### config.mk
export PLATFORM = sky130hd
export DESIGN_NAME = sweep_ctrl
export DESIGN_NICKNAME = d
export VERILOG_FILES = /design/src/rtl/sweep_ctrl.sv
export SDC_FILE = /design/constraint.sdc
export NUM_CORES = 1
export LEC_CHECK = 0
export ABC_AREA = 1
export ABC_CLOCK_PERIOD_IN_PS = 2250
export BUFFER_PORTS_ARGS = -buffer_cell sky130_fd_sc_hd__buf_4
export CORE_MARGIN = 2
export CORE_UTILIZATION = 55
export DETAILED_ROUTE_END_ITERATION = 6
export PLACE_DENSITY = 0.75
export SLEW_MARGIN = 10
export SYNTH_ARGS = -nofsm -noshare
export SYNTH_HDL_FRONTEND = slang
export SYNTH_SLANG_ARGS = --single-unit
### constraint.sdc
create_clock -name clk -period 2.25 [get_ports clk]
set_input_delay 0.1125 -clock clk [delete_from_list [all_inputs] [get_ports clk]]
set_output_delay 0.1125 -clock clk [all_outputs]
set_load 0.02 [all_outputs]
### src/rtl/sweep_ctrl.sv
// sweep_ctrl: triangle sweep lo->hi->lo with dwell at each extreme, period count and stop/err/done status.
// Optional SWEEP_PRESCALE_EN adds a presc input that slows every step and dwell tick to once per presc+1 cycles.
module sweep_ctrl #(
    parameter int WIDTH   = 8,
    parameter int DWELL_W = 4,
    parameter int NCYC_W  = 4,
    parameter int PRESC_W = 8
) (
    input  logic               clk,
    input  logic               rst,
    input  logic               start,
    input  logic               stop,
    input  logic [WIDTH-1:0]   lo,
    input  logic [WIDTH-1:0]   hi,
    input  logic [DWELL_W-1:0] dwell,
    input  logic [NCYC_W-1:0]  ncycles,
`ifdef SWEEP_PRESCALE_EN
    input  logic [PRESC_W-1:0] presc,
`endif
    output logic [WIDTH-1:0]   count,
    output logic               dir,
    output logic               busy,
    output logic               done,
    output logic               err
);
    typedef enum logic [2:0] {IDLE, UP, TOP, DOWN, BOT} state_t;

    state_t             state, state_n;
    logic [WIDTH-1:0]   count_n, lo_s, lo_s_n, hi_s, hi_s_n, up_v, dn_v;
    logic [DWELL_W-1:0] dwell_s, dwell_s_n, timer, timer_n;
    logic [NCYC_W-1:0]  ncyc_s, ncyc_s_n, pc, pc_n;
    logic               done_n, err_n, tick, finish;
`ifdef SWEEP_PRESCALE_EN
    logic [PRESC_W-1:0] presc_s, presc_s_n, psc, psc_n;
`endif

    assign dir  = (state == UP) || (state == TOP);
    assign busy = (state != IDLE);

    always_ff @(posedge clk or posedge rst) begin
        if (rst) begin
            state   <= IDLE;
            count   <= '0;
            done    <= 1'b0;
            err     <= 1'b0;
            lo_s    <= '0;
            hi_s    <= '0;
            dwell_s <= '0;
            ncyc_s  <= '0;
            timer   <= '0;
            pc      <= '0;
`ifdef SWEEP_PRESCALE_EN
            presc_s <= '0;
            psc     <= '0;
`endif
        end else begin
            state   <= state_n;
            count   <= count_n;
            done    <= done_n;
            err     <= err_n;
            lo_s    <= lo_s_n;
            hi_s    <= hi_s_n;
            dwell_s <= dwell_s_n;
            ncyc_s  <= ncyc_s_n;
            timer   <= timer_n;
            pc      <= pc_n;
`ifdef SWEEP_PRESCALE_EN
            presc_s <= presc_s_n;
            psc     <= psc_n;
`endif
        end
    end

    always_comb begin
        state_n   = state;
        count_n   = count;
        done_n    = 1'b0;
        err_n     = err;
        lo_s_n    = lo_s;
        hi_s_n    = hi_s;
        dwell_s_n = dwell_s;
        ncyc_s_n  = ncyc_s;
        timer_n   = timer;
        pc_n      = pc;
        finish    = 1'b0;
        up_v      = count + 1'b1;
        dn_v      = count - 1'b1;
`ifdef SWEEP_PRESCALE_EN
        presc_s_n = presc_s;
        tick      = (psc == presc_s);
        psc_n     = tick ? '0 : psc + 1'b1;
`else
        tick      = 1'b1;
`endif
        case (state)
            IDLE: if (start) begin
                lo_s_n    = lo;
                hi_s_n    = hi;
                dwell_s_n = dwell;
                ncyc_s_n  = ncycles;
`ifdef SWEEP_PRESCALE_EN
                presc_s_n = presc;
                psc_n     = '0;
`endif
                if (lo >= hi) begin
                    err_n = 1'b1;
                end else begin
                    err_n   = 1'b0;
                    count_n = lo;
                    pc_n    = '0;
                    state_n = UP;
                end
            end
            UP: if (tick) begin
                count_n = up_v;
                if (up_v == hi_s) begin
                    state_n = TOP;
                    timer_n = dwell_s;
                end
            end
            TOP: if (tick) begin
                if (timer != '0) begin
                    timer_n = timer - 1'b1;
                end else begin
                    // a one-step span lands straight on lo, so skip DOWN
                    count_n = hi_s - 1'b1;
                    state_n = (count_n == lo_s) ? BOT : DOWN;
                    timer_n = dwell_s;
                end
            end
            DOWN: if (tick) begin
                count_n = dn_v;
                if (dn_v == lo_s) begin
                    state_n = BOT;
                    timer_n = dwell_s;
                end
            end
            BOT: if (tick) begin
                if (timer != '0) begin
                    timer_n = timer - 1'b1;
                end else begin
                    pc_n = pc + 1'b1;
                    if (ncyc_s != '0 && pc_n == ncyc_s) begin
                        finish  = 1'b1;
                        done_n  = 1'b1;
                        state_n = IDLE;
                    end else begin
                        count_n = lo_s + 1'b1;
                        state_n = (count_n == hi_s) ? TOP : UP;
                        timer_n = dwell_s;
                    end
                end
            end
            default: state_n = IDLE;
        endcase
        // completion on the same edge outranks an abort
        if (stop && state != IDLE && !finish) begin
            state_n = IDLE;
            count_n = count;
        end
    end
endmodule
### Word level (Yosys, flattened, before mapping)

Cells that the tools add are included.

| storage, ports and cells | value |
|---|---|
| bits in registers | 45 |
| input port bits | 28 |
| output and inout port bits | 12 |
| logic and storage cells | 89 |

| cells by class | value |
|---|---|
| add/sub/neg operators | 6 |
| $lt $le $gt $ge | 1 |
| equal/unequal tests | 23 |
| multiplexer cells | 31 |
| bitwise gates (word level) | 1 |
| reductions and logical operators | 17 |

Operators with widths:

| kind | count |
|---|---|
| $mux W8 | 5 |
| $pmux W8 S5 | 1 |
| $eq A8 B8 Y1 | 4 |
| $mux W4 | 8 |
| $mux W3 | 8 |
| $add A8 B1 Y8 const B | 2 |
| $pmux W4 S4 | 1 |
| $sub A8 B1 Y8 const B | 2 |
| $ne A3 B3 Y1 const B | 5 |
| $pmux W3 S5 | 1 |
| $ne A2 B2 Y1 const B | 6 |
| $reduce_bool A4 Y1 | 3 |
| $ge A8 B8 Y1 | 1 |
| $pmux W4 S2 | 1 |
| $reduce_and A4 Y1 | 2 |
| $reduce_and A7 Y1 | 1 |
| $eq A3 B2 Y1 const B | 2 |
| $reduce_and A6 Y1 | 1 |
| $reduce_bool A5 Y1 | 1 |
| $add A4 B1 Y4 const B | 1 |
| $eq A4 B4 Y1 | 1 |
| $mux W1 | 4 |
| $mux W2 | 2 |
| $sub A4 B1 Y4 const B | 1 |
| 13 further kinds | 15 |

### Logic depth before layout (Yosys ltp)

Gate-level depths: netlist of run 1.

| logic depth | value |
|---|---|
| depth in word-level cells | 10 |
| depth in mapped cells | 16 |
| mapped depth without buffers | 16 |

### Worst setup path before layout of run 1

Ideal clock, no wire load.

| timing path | value |
|---|---|
| kind | register to register |
| start | reg count[0] |
| end | reg timer[3] |
| library setup time | 0.123 ns |
| arrival time | 1.920 ns |
| data required time | 2.127 ns |
| path slack | 0.207 ns |
| stages on the path, launching flop included | 13 |
| path buffers | 0 |
| period minus slack after synthesis | 2.043 ns |
| path through | dfrtp_1 -> inv_4 -> ha_1 -> xor2_1 -> nand2_1 -> nor2_1 -> nand3_1 -> nor2_1 -> nand3_1 -> nand2_1 -> nand2_4 -> o21ai_0 -> nand2_1 |

| on the way | value |
|---|---|
| longest elaborated chain between the ends | 4 |
| elaborated cells on any way between the ends | 7 |
| those cells by class | add/sub: 2; eq/ne: 4; reduce/logical: 1 |

RTL lines:

| what | RTL line | text |
|---|---|---|
| start: declaration | 20 | `output logic [WIDTH-1:0] count,` |
| start signal: assignment | 58 | `count <= count_n;` |
| $sub A8 B1 Y8 or $add A8 B1 Y8 (tied branches) | 87, 86 |  |
| $eq A8 B8 Y1 (on tied branches) | 133, 116 |  |
| $ne A2 B2 Y1 (no source line) or $ne A2 B1 Y1 (tied branches) | -- |  |
| $reduce_and A4 Y1 (no source line) * | -- |  |
| end signal: assignment | 65 | `timer <= timer_n;` |
| end: declaration | 30 | `logic [DWELL_W-1:0] dwell_s, dwell_s_n, timer, timer_n;` |

Mark *: on every way between the ends. The rest lies on a longest branch, timed or not.
A chain may end at the register's enable or synchronous reset.

### Worst setup path after layout of run 1

| timing path | value |
|---|---|
| start | reg hi_s[0] |
| end | reg state[1] |

| on the way | value |
|---|---|
| longest elaborated chain between the ends | 6 |
| elaborated cells on any way between the ends | 13 |
| those cells by class | add/sub: 1; eq/ne: 4; mux: 7; reduce/logical: 1 |

RTL lines:

| what | RTL line | text |
|---|---|---|
| start: declaration | 29 | `logic [WIDTH-1:0] count_n, lo_s, lo_s_n, hi_s, hi_s_n, up_v, dn_v;` |
| start signal: assignment | 62 | `hi_s <= hi_s_n;` |
| $sub A8 B1 Y8 or $eq A8 B8 Y1 (tied branches) | 126, 149 |  |
| $eq A8 B8 Y1 or $mux W2 (tied branches) | 127, 149 |  |
| $mux W3 or $mux W2 (tied branches) | 127, 143 |  |
| $mux W3 (on tied branches) | 122, 139 |  |
| $pmux W3 S5 | 95 | `case (state)` |
| $mux W3 | 157 | `if (stop && state != IDLE && !finish) begin` |
| end signal: assignment | 57 | `state <= state_n;` |
| end: declaration | 28 | `state_t state, state_n;` |

Several ways; a longest one is shown, not always the timed one. The select of a mux whose other input is x is not followed.

==> impl_metrics.xml, run 1 <==
<?xml version="1.0" encoding="UTF-8"?>
<metrics>
  <group name="cells_and_area">
    <metric name="final_core_util" unit="">0.659</metric>
    <metric name="syn_to_final_growth" unit="%">16.8</metric>
    <metric name="fraction_of_layout_instances_using_a_drive_strength_above_1" unit="">0.139</metric>
    <metric name="finish.net_count" unit="">697</metric>
    <metric name="final_design_area_no_fill" unit="um^2">4430</metric>
    <metric name="antennaDiodeCount" unit="">0</metric>
    <metric name="stdcell_count" unit="">736</metric>
  </group>
  <group name="placement">
    <metric name="place.gp.congestion" unit="">1.04</metric>
    <metric name="post-dp-hpwl" unit="um">8060</metric>
    <metric name="post-place-cells" unit="">718</metric>
    <metric name="dp_slack" unit="ns">0.103</metric>
    <metric name="dpl-instance-area" unit="um^2">4200</metric>
    <metric name="placement.io_buffers" unit="">39</metric>
  </group>
  <group name="timing">
    <metric name="final-setup-viol-count" unit="">0</metric>
    <metric name="final-hold-violation-count" unit="">0</metric>
    <metric name="timing.final.crit_period" unit="ns">2.12</metric>
    <metric name="clock-skew-final" unit="ns">0.0102</metric>
    <metric name="slew_at_the_pin_closest_to_its_max_slew_limit" unit="ns">0.541</metric>
    <metric name="timing.fmax" unit="GHz">0.472</metric>
    <metric name="min_period_over_period" unit="">0.942</metric>
    <metric name="max_slew_violations" unit="">0</metric>
    <metric name="final_critical_path_setup_slack" unit="ns">0.130</metric>
    <metric name="timing.max_slew.rel_slack" unit="">0.639</metric>
  </group>
  <group name="setup_path">
    <metric name="worst_setup_path_start_kind" unit="">flip-flop</metric>
    <metric name="worstSetupEndpointType" unit="">flip-flop</metric>
    <metric name="worst_ep_required_time" unit="ns">2.45</metric>
    <metric name="worst-path-max-fanout" unit="">6</metric>
    <metric name="setup.reg_to_reg.worst_slack" unit="ns">0.13</metric>
    <metric name="worst-setup-path-type" unit="">reg -&gt; reg</metric>
    <metric name="ff2ff_path_depth" unit="">15</metric>
    <metric name="crit_arrival" unit="ns">2.32</metric>
    <metric name="reg2reg_from" unit="">hi_s[0]$_DFFE_PP0P_</metric>
    <metric name="rr_endpoint" unit="">state[1]$_DFFE_PP0P_</metric>
  </group>
  <group name="die">
    <metric name="die-area" unit="um^2">7570</metric>
    <metric name="placementRows" unit="">30</metric>
    <metric name="boundaryPins" unit="">40</metric>
    <metric name="die_width" unit="um">87.0</metric>
    <metric name="floorplan.core_area" unit="um^2">6720</metric>
    <metric name="initial_core_util" unit="">0.564</metric>
    <metric name="fp.dieH" unit="um">87.0</metric>
  </group>
  <group name="pwr">
    <metric name="p_per_area" unit="nW/um^2">1440</metric>
    <metric name="power.share.combinational" unit="">0.643</metric>
    <metric name="worst_ir_drop_vdd" unit="mV">0.644</metric>
    <metric name="internal_cell_power" unit="uW">2990</metric>
    <metric name="leakagePower" unit="uW">0.00235</metric>
    <metric name="share_seq_of_total_power" unit="">0.264</metric>
    <metric name="power" unit="uW">6370</metric>
    <metric name="sw_frac_of_total" unit="">0.531</metric>
    <metric name="switching_power" unit="uW">3380</metric>
    <metric name="clockPowerShare" unit="">0.093</metric>
  </group>
  <group name="drt">
    <metric name="drt_drc_violations_left" unit="">0</metric>
    <metric name="first_pass_detailed_route_iteration_total" unit="">6</metric>
    <metric name="vias" unit="">4117</metric>
    <metric name="via_per_inst" unit="">5.59</metric>
    <metric name="dr.first_iter.drc_count" unit="">439</metric>
    <metric name="drt-total-wl" unit="um">10300</metric>
    <metric name="drt.antenna.violating_nets" unit="">0</metric>
    <metric name="route.detailed.wl_per_inst" unit="um">13.9</metric>
  </group>
  <group name="clocking">
    <metric name="clockRootBuffer" unit="">clkbuf_8</metric>
    <metric name="clock_tree_from_tritoncts" unit="">yes</metric>
    <metric name="worstSkewPairLatency" unit="ns">0.31</metric>
    <metric name="ctsLongestPathBuffers" unit="">2</metric>
    <metric name="worst_setup_hold_path_clk_slew" unit="ns">0.10</metric>
    <metric name="htree_levels" unit="">2</metric>
    <metric name="clock_sinks" unit="">45</metric>
    <metric name="cts_inserted_buffers" unit="">5</metric>
  </group>
  <group name="yosys">
    <metric name="synthCells" unit="">601</metric>
    <metric name="synth_most_common_cell" unit="">nand2_1</metric>
    <metric name="synth_ff_type" unit="">dfrtp_1</metric>
    <metric name="synth_async_sr_flop_share" unit="">1.00</metric>
    <metric name="syn-num-nets" unit="">643</metric>
    <metric name="netlist_area" unit="um^2">3790</metric>
    <metric name="yosysTopAreaCell" unit="">dfrtp_1</metric>
    <metric name="synth_enable_flop_cells" unit="">0</metric>
    <metric name="yosys_warnings" unit="">0</metric>
    <metric name="most_numerous_cell_types_in_the_synthesized_netlist" unit="">212 x nand2_1, 73 x nand3_1, 70 x inv_1</metric>
    <metric name="avgSynthCellArea" unit="um^2">6.31</metric>
    <metric name="synth.lib_cells_used.distinct" unit="">39</metric>
    <metric name="cell_types_with_the_largest_area_share_after_synthesis" unit="">dfrtp_1 30%, nand2_1 21%, nand3_1 9.6%, inv_1 6.9%, o21ai_0 5.5%</metric>
    <metric name="post-synth-top-area-fraction" unit="">0.297</metric>
    <metric name="seq_area_frac_synth" unit="">0.297</metric>
    <metric name="ys_ff_latch" unit="">45</metric>
  </group>
  <group name="grt">
    <metric name="antenna_found_initial" unit="">0</metric>
    <metric name="grt_first_pass_wirelength" unit="um">17100</metric>
    <metric name="grt_overflow" unit="">0</metric>
    <metric name="grt_start_max_net_pins" unit="">31</metric>
    <metric name="first_global_vias" unit="">3694</metric>
    <metric name="grt.total_usage" unit="">0.285</metric>
  </group>
  <group name="min_path">
    <metric name="min_from" unit="">dwell[1]</metric>
    <metric name="whs_path_depth" unit="">3</metric>
    <metric name="hold_crit_path_type" unit="">in -&gt; reg</metric>
    <metric name="min_delay_worst_endpoint" unit="">dwell_s[1]$_DFFE_PP0P_</metric>
  </group>
  <group name="run">
    <metric name="maxCapViolCount" unit="">0</metric>
  </group>
  <group name="run_status">
    <metric name="run_status" unit="">complete, no violations</metric>
  </group>
</metrics>
==> cell families (layout without fill, tap and decap cells) <==
group | after synthesis | after routing | synth area share
AND/OR/NAND/NOR | 366 | 366 | 0.421
buffers and inverters | 87 | 142 | 0.0921
AO/OA/AOI/OAI | 74 | 74 | 0.109
flip-flops | 45 | 45 | 0.297
XOR/XNOR | 15 | 15 | 0.0347
adder cells (fa/ha/maj) | 14 | 14 | 0.0462
==> sequential cells by signal, summed over array words and instances (netlist names) <==
| name | cells |
|---|---|
| dwell_s | 4 |
| ncyc_s | 4 |
| pc | 4 |
| state | 3 |
| err | 1 |
| timer | 4 |
| lo_s | 8 |
| hi_s | 8 |
| done | 1 |
| count | 8 |
==> area by class of cell <==
cell class	count	area, um^2
multi-input cells	469	2340
well taps	80	100
inverters	74	280
clock inverters	1	8.76
clock buffers	7	96.3
flip-flops and latches	45	1130
repair buffers	60	478
fillers	633	2290
==> worst max-delay path, stage by stage, from the launching register on <==
cell and delay (ns):
dfrtp_1 0.47, inv_2 0.06, ha_1 0.28, or2_2 0.31
nand2_1 0.08, nand2_1 0.05, nand2_1 0.05, nand2_1 0.06
nor2_1 0.09, nand2_1 0.07, nor2_1 0.09, nand2_1 0.07
nand2_1 0.08, nand3_1 0.08, nand3_1 0.10, nand2_1 0.06
==> cells in the final DEF (no fill, tap or decap), types with 5 or more instances in the layout <==
cell type / netlist / final
dlygate4sd3_1: 0 / 6
a21oi_1: 10 / 10
nand2_1: 212 / 211
nand3_1: 73 / 73
o21ai_1: 6 / 7
nor2_4: 5 / 6
buf_4: 2 / 53
inv_1: 70 / 69
nor2_2: 6 / 5
dfrtp_1: 45 / 43
xor2_1: 9 / 9
nor2_1: 50 / 50
ha_1: 14 / 13
nand4_1: 8 / 8
clkbuf_8: 0 / 7
o21ai_0: 42 / 41
xnor2_1: 6 / 6
==> layer usage <==
metal	wire length [um]	vias to the layer above	GRT usage
met5	0	-	0
met4	253	0	0.0795
met3	772	42	0.0332
met2	4430	194	0.450
met1	4810	1833	0.413
li1	-	2048	-
==> power by group through the flow <==
stage	combinational, uW	sequential (uW)	clock (uW)
global placement	3730	1660	0
global route	4570	1750	619
finish	4090	1680	592
CTS	3850	1660	596
floorplan	2900	1570	0
detailed placement	3820	1680	0
==> metrics by stage <==
stage	TNS (ns)	hold WS, ns
final	0	0.00182
after global routing	-0.00629	0.0111
after CTS	0	0.00295
after detailed placement	0	0.174
after global placement	0	0.173
after floorplan	0	0.222
==> worst max path at each step <==
stage	start	to	slack, ns	cells after the start
finish	hi_s[0]$_DFFE_PP0P_	state[1]$_DFFE_PP0P_	0.13	15
global route	count[1]$_DFFE_PP0P_	timer[1]$_DFFE_PP0P_	-0.006	14
CTS	count[0]$_DFFE_PP0P_	timer[0]$_DFFE_PP0P_	0.09	16
detailed placement	count[0]$_DFFE_PP0P_	timer[0]$_DFFE_PP0P_	0.10	16
global placement	count[0]$_DFFE_PP0P_	state[2]$_DFFE_PP0P_	0.15	16
floorplan	count[0]$_DFFE_PP0P_	timer[3]$_DFFE_PP0P_	0.21	12
==> repair_timing <==
| action | 4_1_cts | 5_1_grt |
|---|---|---|
| buffers inserted | 0 | 4 |
| setup endpoints to repair | 0 | 12 |
| hold buffers | 6 | 0 |
| endpoints found under the hold margin | 26 | 0 |
| resized for setup | 0 | 7 |
Power figures use the tool's default switching activity.
==> inputs of run 2 (changes only) <==
Settings changed: CORE_MARGIN 2 to 3, REMOVE_ABC_BUFFERS set to 1.
==> impl_metrics.xml, run 2 (synthesis results as in run 1) <==
<?xml version="1.0" encoding="UTF-8"?>
<metrics>
  <group name="drt">
    <metric name="drt-total-wl" unit="um">10600</metric>
    <metric name="first_pass_detailed_route_iteration_total" unit="">6</metric>
    <metric name="dr.first_iter.drc_count" unit="">413</metric>
    <metric name="drt.antenna.violating_nets" unit="">0</metric>
    <metric name="via_per_inst" unit="">5.50</metric>
    <metric name="route.detailed.wl_per_inst" unit="um">14.5</metric>
    <metric name="drt_drc_violations_left" unit="">0</metric>
    <metric name="vias" unit="">4032</metric>
  </group>
  <group name="pwr">
    <metric name="p_per_area" unit="nW/um^2">1440</metric>
    <metric name="leakagePower" unit="uW">0.00234</metric>
    <metric name="worst_ir_drop_vdd" unit="mV">0.612</metric>
  </group>
  <group name="cells_and_area">
    <metric name="antennaDiodeCount" unit="">0</metric>
    <metric name="finish.net_count" unit="">697</metric>
    <metric name="syn_to_final_growth" unit="%">16.6</metric>
    <metric name="fill_cells" unit="">597</metric>
    <metric name="mostFrequentLayoutCell" unit="">nand2_1</metric>
    <metric name="stdcell_count" unit="">733</metric>
    <metric name="multi_input_comb_area" unit="um^2">2350</metric>
    <metric name="fraction_of_layout_instances_using_a_drive_strength_above_1" unit="">0.151</metric>
    <metric name="final_core_util" unit="">0.677</metric>
    <metric name="final_cell_mix" unit="">211 x nand2_1, 73 x nand3_1, 68 x inv_1, 56 x buf_4, 50 x nor2_1</metric>
    <metric name="top_regs" unit="">count (8), hi_s (8), lo_s (8)</metric>
    <metric name="seqCellArea" unit="um^2">1130</metric>
  </group>
  <group name="grt">
    <metric name="grt_overflow" unit="">0</metric>
    <metric name="grt.total_usage" unit="">0.283</metric>
    <metric name="grt_start_max_net_pins" unit="">31</metric>
    <metric name="antenna_found_initial" unit="">0</metric>
    <metric name="first_global_vias" unit="">3720</metric>
    <metric name="grt_first_pass_wirelength" unit="um">17400</metric>
  </group>
  <group name="timing">
    <metric name="clock-skew-final" unit="ns">0.00530</metric>
    <metric name="timing.final.crit_period" unit="ns">2.05</metric>
    <metric name="timing.fmax" unit="GHz">0.488</metric>
    <metric name="final-setup-viol-count" unit="">0</metric>
    <metric name="min_period_over_period" unit="">0.910</metric>
    <metric name="timing.max_slew.rel_slack" unit="">0.663</metric>
    <metric name="slew_at_the_pin_closest_to_its_max_slew_limit" unit="ns">0.505</metric>
    <metric name="final-hold-violation-count" unit="">0</metric>
    <metric name="max_slew_violations" unit="">0</metric>
    <metric name="final_critical_path_setup_slack" unit="ns">0.201</metric>
  </group>
  <group name="placement">
    <metric name="post-place-cells" unit="">718</metric>
    <metric name="place.gp.congestion" unit="">0.948</metric>
    <metric name="dp_slack" unit="ns">0.0474</metric>
    <metric name="post-dp-hpwl" unit="um">8650</metric>
    <metric name="placement.io_buffers" unit="">39</metric>
  </group>
  <group name="setup_path">
    <metric name="worst-path-max-fanout" unit="">6</metric>
    <metric name="worst_setup_path_start_kind" unit="">flip-flop</metric>
    <metric name="crit_arrival" unit="ns">2.29</metric>
    <metric name="cp_common_cell" unit="">nand2_1</metric>
    <metric name="reg2reg_from" unit="">hi_s[0]$_DFFE_PP0P_</metric>
    <metric name="worstSetupEndpointType" unit="">flip-flop</metric>
    <metric name="cp_top_family" unit="">simple AND/OR/NAND/NOR gates</metric>
    <metric name="worst_ep_required_time" unit="ns">2.50</metric>
    <metric name="worstPathCellList" unit="">inv_2 -&gt; ha_1 -&gt; or2_2 -&gt; nand2_1 -&gt; nand2_1 -&gt; nand2_1 -&gt; nand2_1 -&gt; nor2_1 -&gt; nand2_1 -&gt; nor2_1 -&gt; nand2_1 -&gt; o21ai_0 -&gt; nand3_1 -&gt; nand2_1</metric>
    <metric name="worst_setup_path_startpoint" unit="">hi_s[0]$_DFFE_PP0P_</metric>
    <metric name="worst-setup-path-type" unit="">reg -&gt; reg</metric>
    <metric name="critPathSlowestCell" unit="">dfrtp_2</metric>
    <metric name="critical_path_buf_inv_count" unit="">1</metric>
    <metric name="cpPeakStageDelay" unit="ns">0.44</metric>
  </group>
  <group name="min_path">
    <metric name="hold_crit_path_type" unit="">in -&gt; reg</metric>
    <metric name="min_from" unit="">ncycles[3]</metric>
  </group>
  <group name="clocking">
    <metric name="cts_inserted_buffers" unit="">5</metric>
    <metric name="clock_sinks" unit="">45</metric>
    <metric name="worst_setup_hold_path_clk_slew" unit="ns">0.10</metric>
    <metric name="clockRootBuffer" unit="">clkbuf_8</metric>
    <metric name="htree_levels" unit="">2</metric>
    <metric name="ctsLongestPathBuffers" unit="">2</metric>
    <metric name="clock_tree_from_tritoncts" unit="">yes</metric>
    <metric name="worstSkewPairLatency" unit="ns">0.30</metric>
  </group>
  <group name="die">
    <metric name="boundaryPins" unit="">40</metric>
    <metric name="initial_core_util" unit="">0.580</metric>
    <metric name="placementRows" unit="">29</metric>
    <metric name="fp.dieH" unit="um">89.0</metric>
    <metric name="die_width" unit="um">89.0</metric>
    <metric name="die-area" unit="um^2">7930</metric>
    <metric name="floorplan.core_area" unit="um^2">6530</metric>
  </group>
  <group name="run">
    <metric name="maxCapViolCount" unit="">0</metric>
  </group>
  <group name="run_status">
    <metric name="run_status" unit="">complete, no violations</metric>
  </group>
</metrics>
run 2: final timing paths:
path,cells after the start,slack (ns),endpoint
setup / recovery,14,0.20,state[2]$_DFFE_PP0P_
setup reg to reg,14,0.20,state[2]$_DFFE_PP0P_
min in group asynchronous,3,0.28,hi_s[7]$_DFFE_PP0P_
max in group asynchronous,4,1.44,count[1]$_DFFE_PP0P_
hold reg to reg,2,0.50,dwell_s[2]$_DFFE_PP0P_
hold / removal,3,0.005,ncyc_s[3]$_DFFE_PP0P_
run 2: area by class of cell:
| cell class | instances | share of cell area |
|---|---|---|
| Timing Repair Buffer | 60 | 0.106 |
| Tap cell | 77 | 0.0218 |
| Sequential cell | 45 | 0.256 |
| Multi-Input combinational cell | 469 | 0.532 |
| Clock inverter | 3 | 0.00481 |
| Clock buffer | 5 | 0.0156 |
| Inverter | 74 | 0.0634 |
run 2: metrics by stage:
stage	instance area (um^2)	TNS (ns)	power [uW]	hold slack, ns
floorplan	3720	0	4390	0.222
global placement	4220	0	5460	0.0427
detailed placement	4220	0	5550	0.0497
CTS	4340	0	6100	0.00223
global route	4420	-0.0000790	6960	0.0109
finish	4420	0	6350	0.00485
run 2: layer usage:
layer  vias to the layer above  global-route usage  share of wire
met5                         -                   0              0
met4                         0              0.0541          0.010
met3                        12              0.0470          0.080
met2                       166               0.457           0.44
met1                      1812               0.404           0.47
li1                       2042                   -              -
run 2: timing repair:
action                                  4_1_cts  5_1_grt
endpoints found under the setup margin        0       15
resized for setup                             0       12
hold buffers                                  3        0
hold endpoints to repair                     11        0
buffers inserted                              0        4
run 2: worst reg2reg max path, stage by stage, from the launching register on:
cell and delay (ns):
dfrtp_2 0.44, inv_2 0.05, ha_1 0.26, or2_2 0.31, nand2_1 0.10, nand2_1 0.06, nand2_1 0.06, nand2_1 0.06
nor2_1 0.10, nand2_1 0.07, nor2_1 0.08, nand2_1 0.07, o21ai_0 0.17, nand3_1 0.10, nand2_1 0.06
run 2: report_power, final:
part	leakage, uW	internal, uW	switching, uW
Combinational	0.00173	1580	2580
Clock	0.0000445	221	318
Sequential	0.000563	1160	490
Total	0.00234	2960	3390
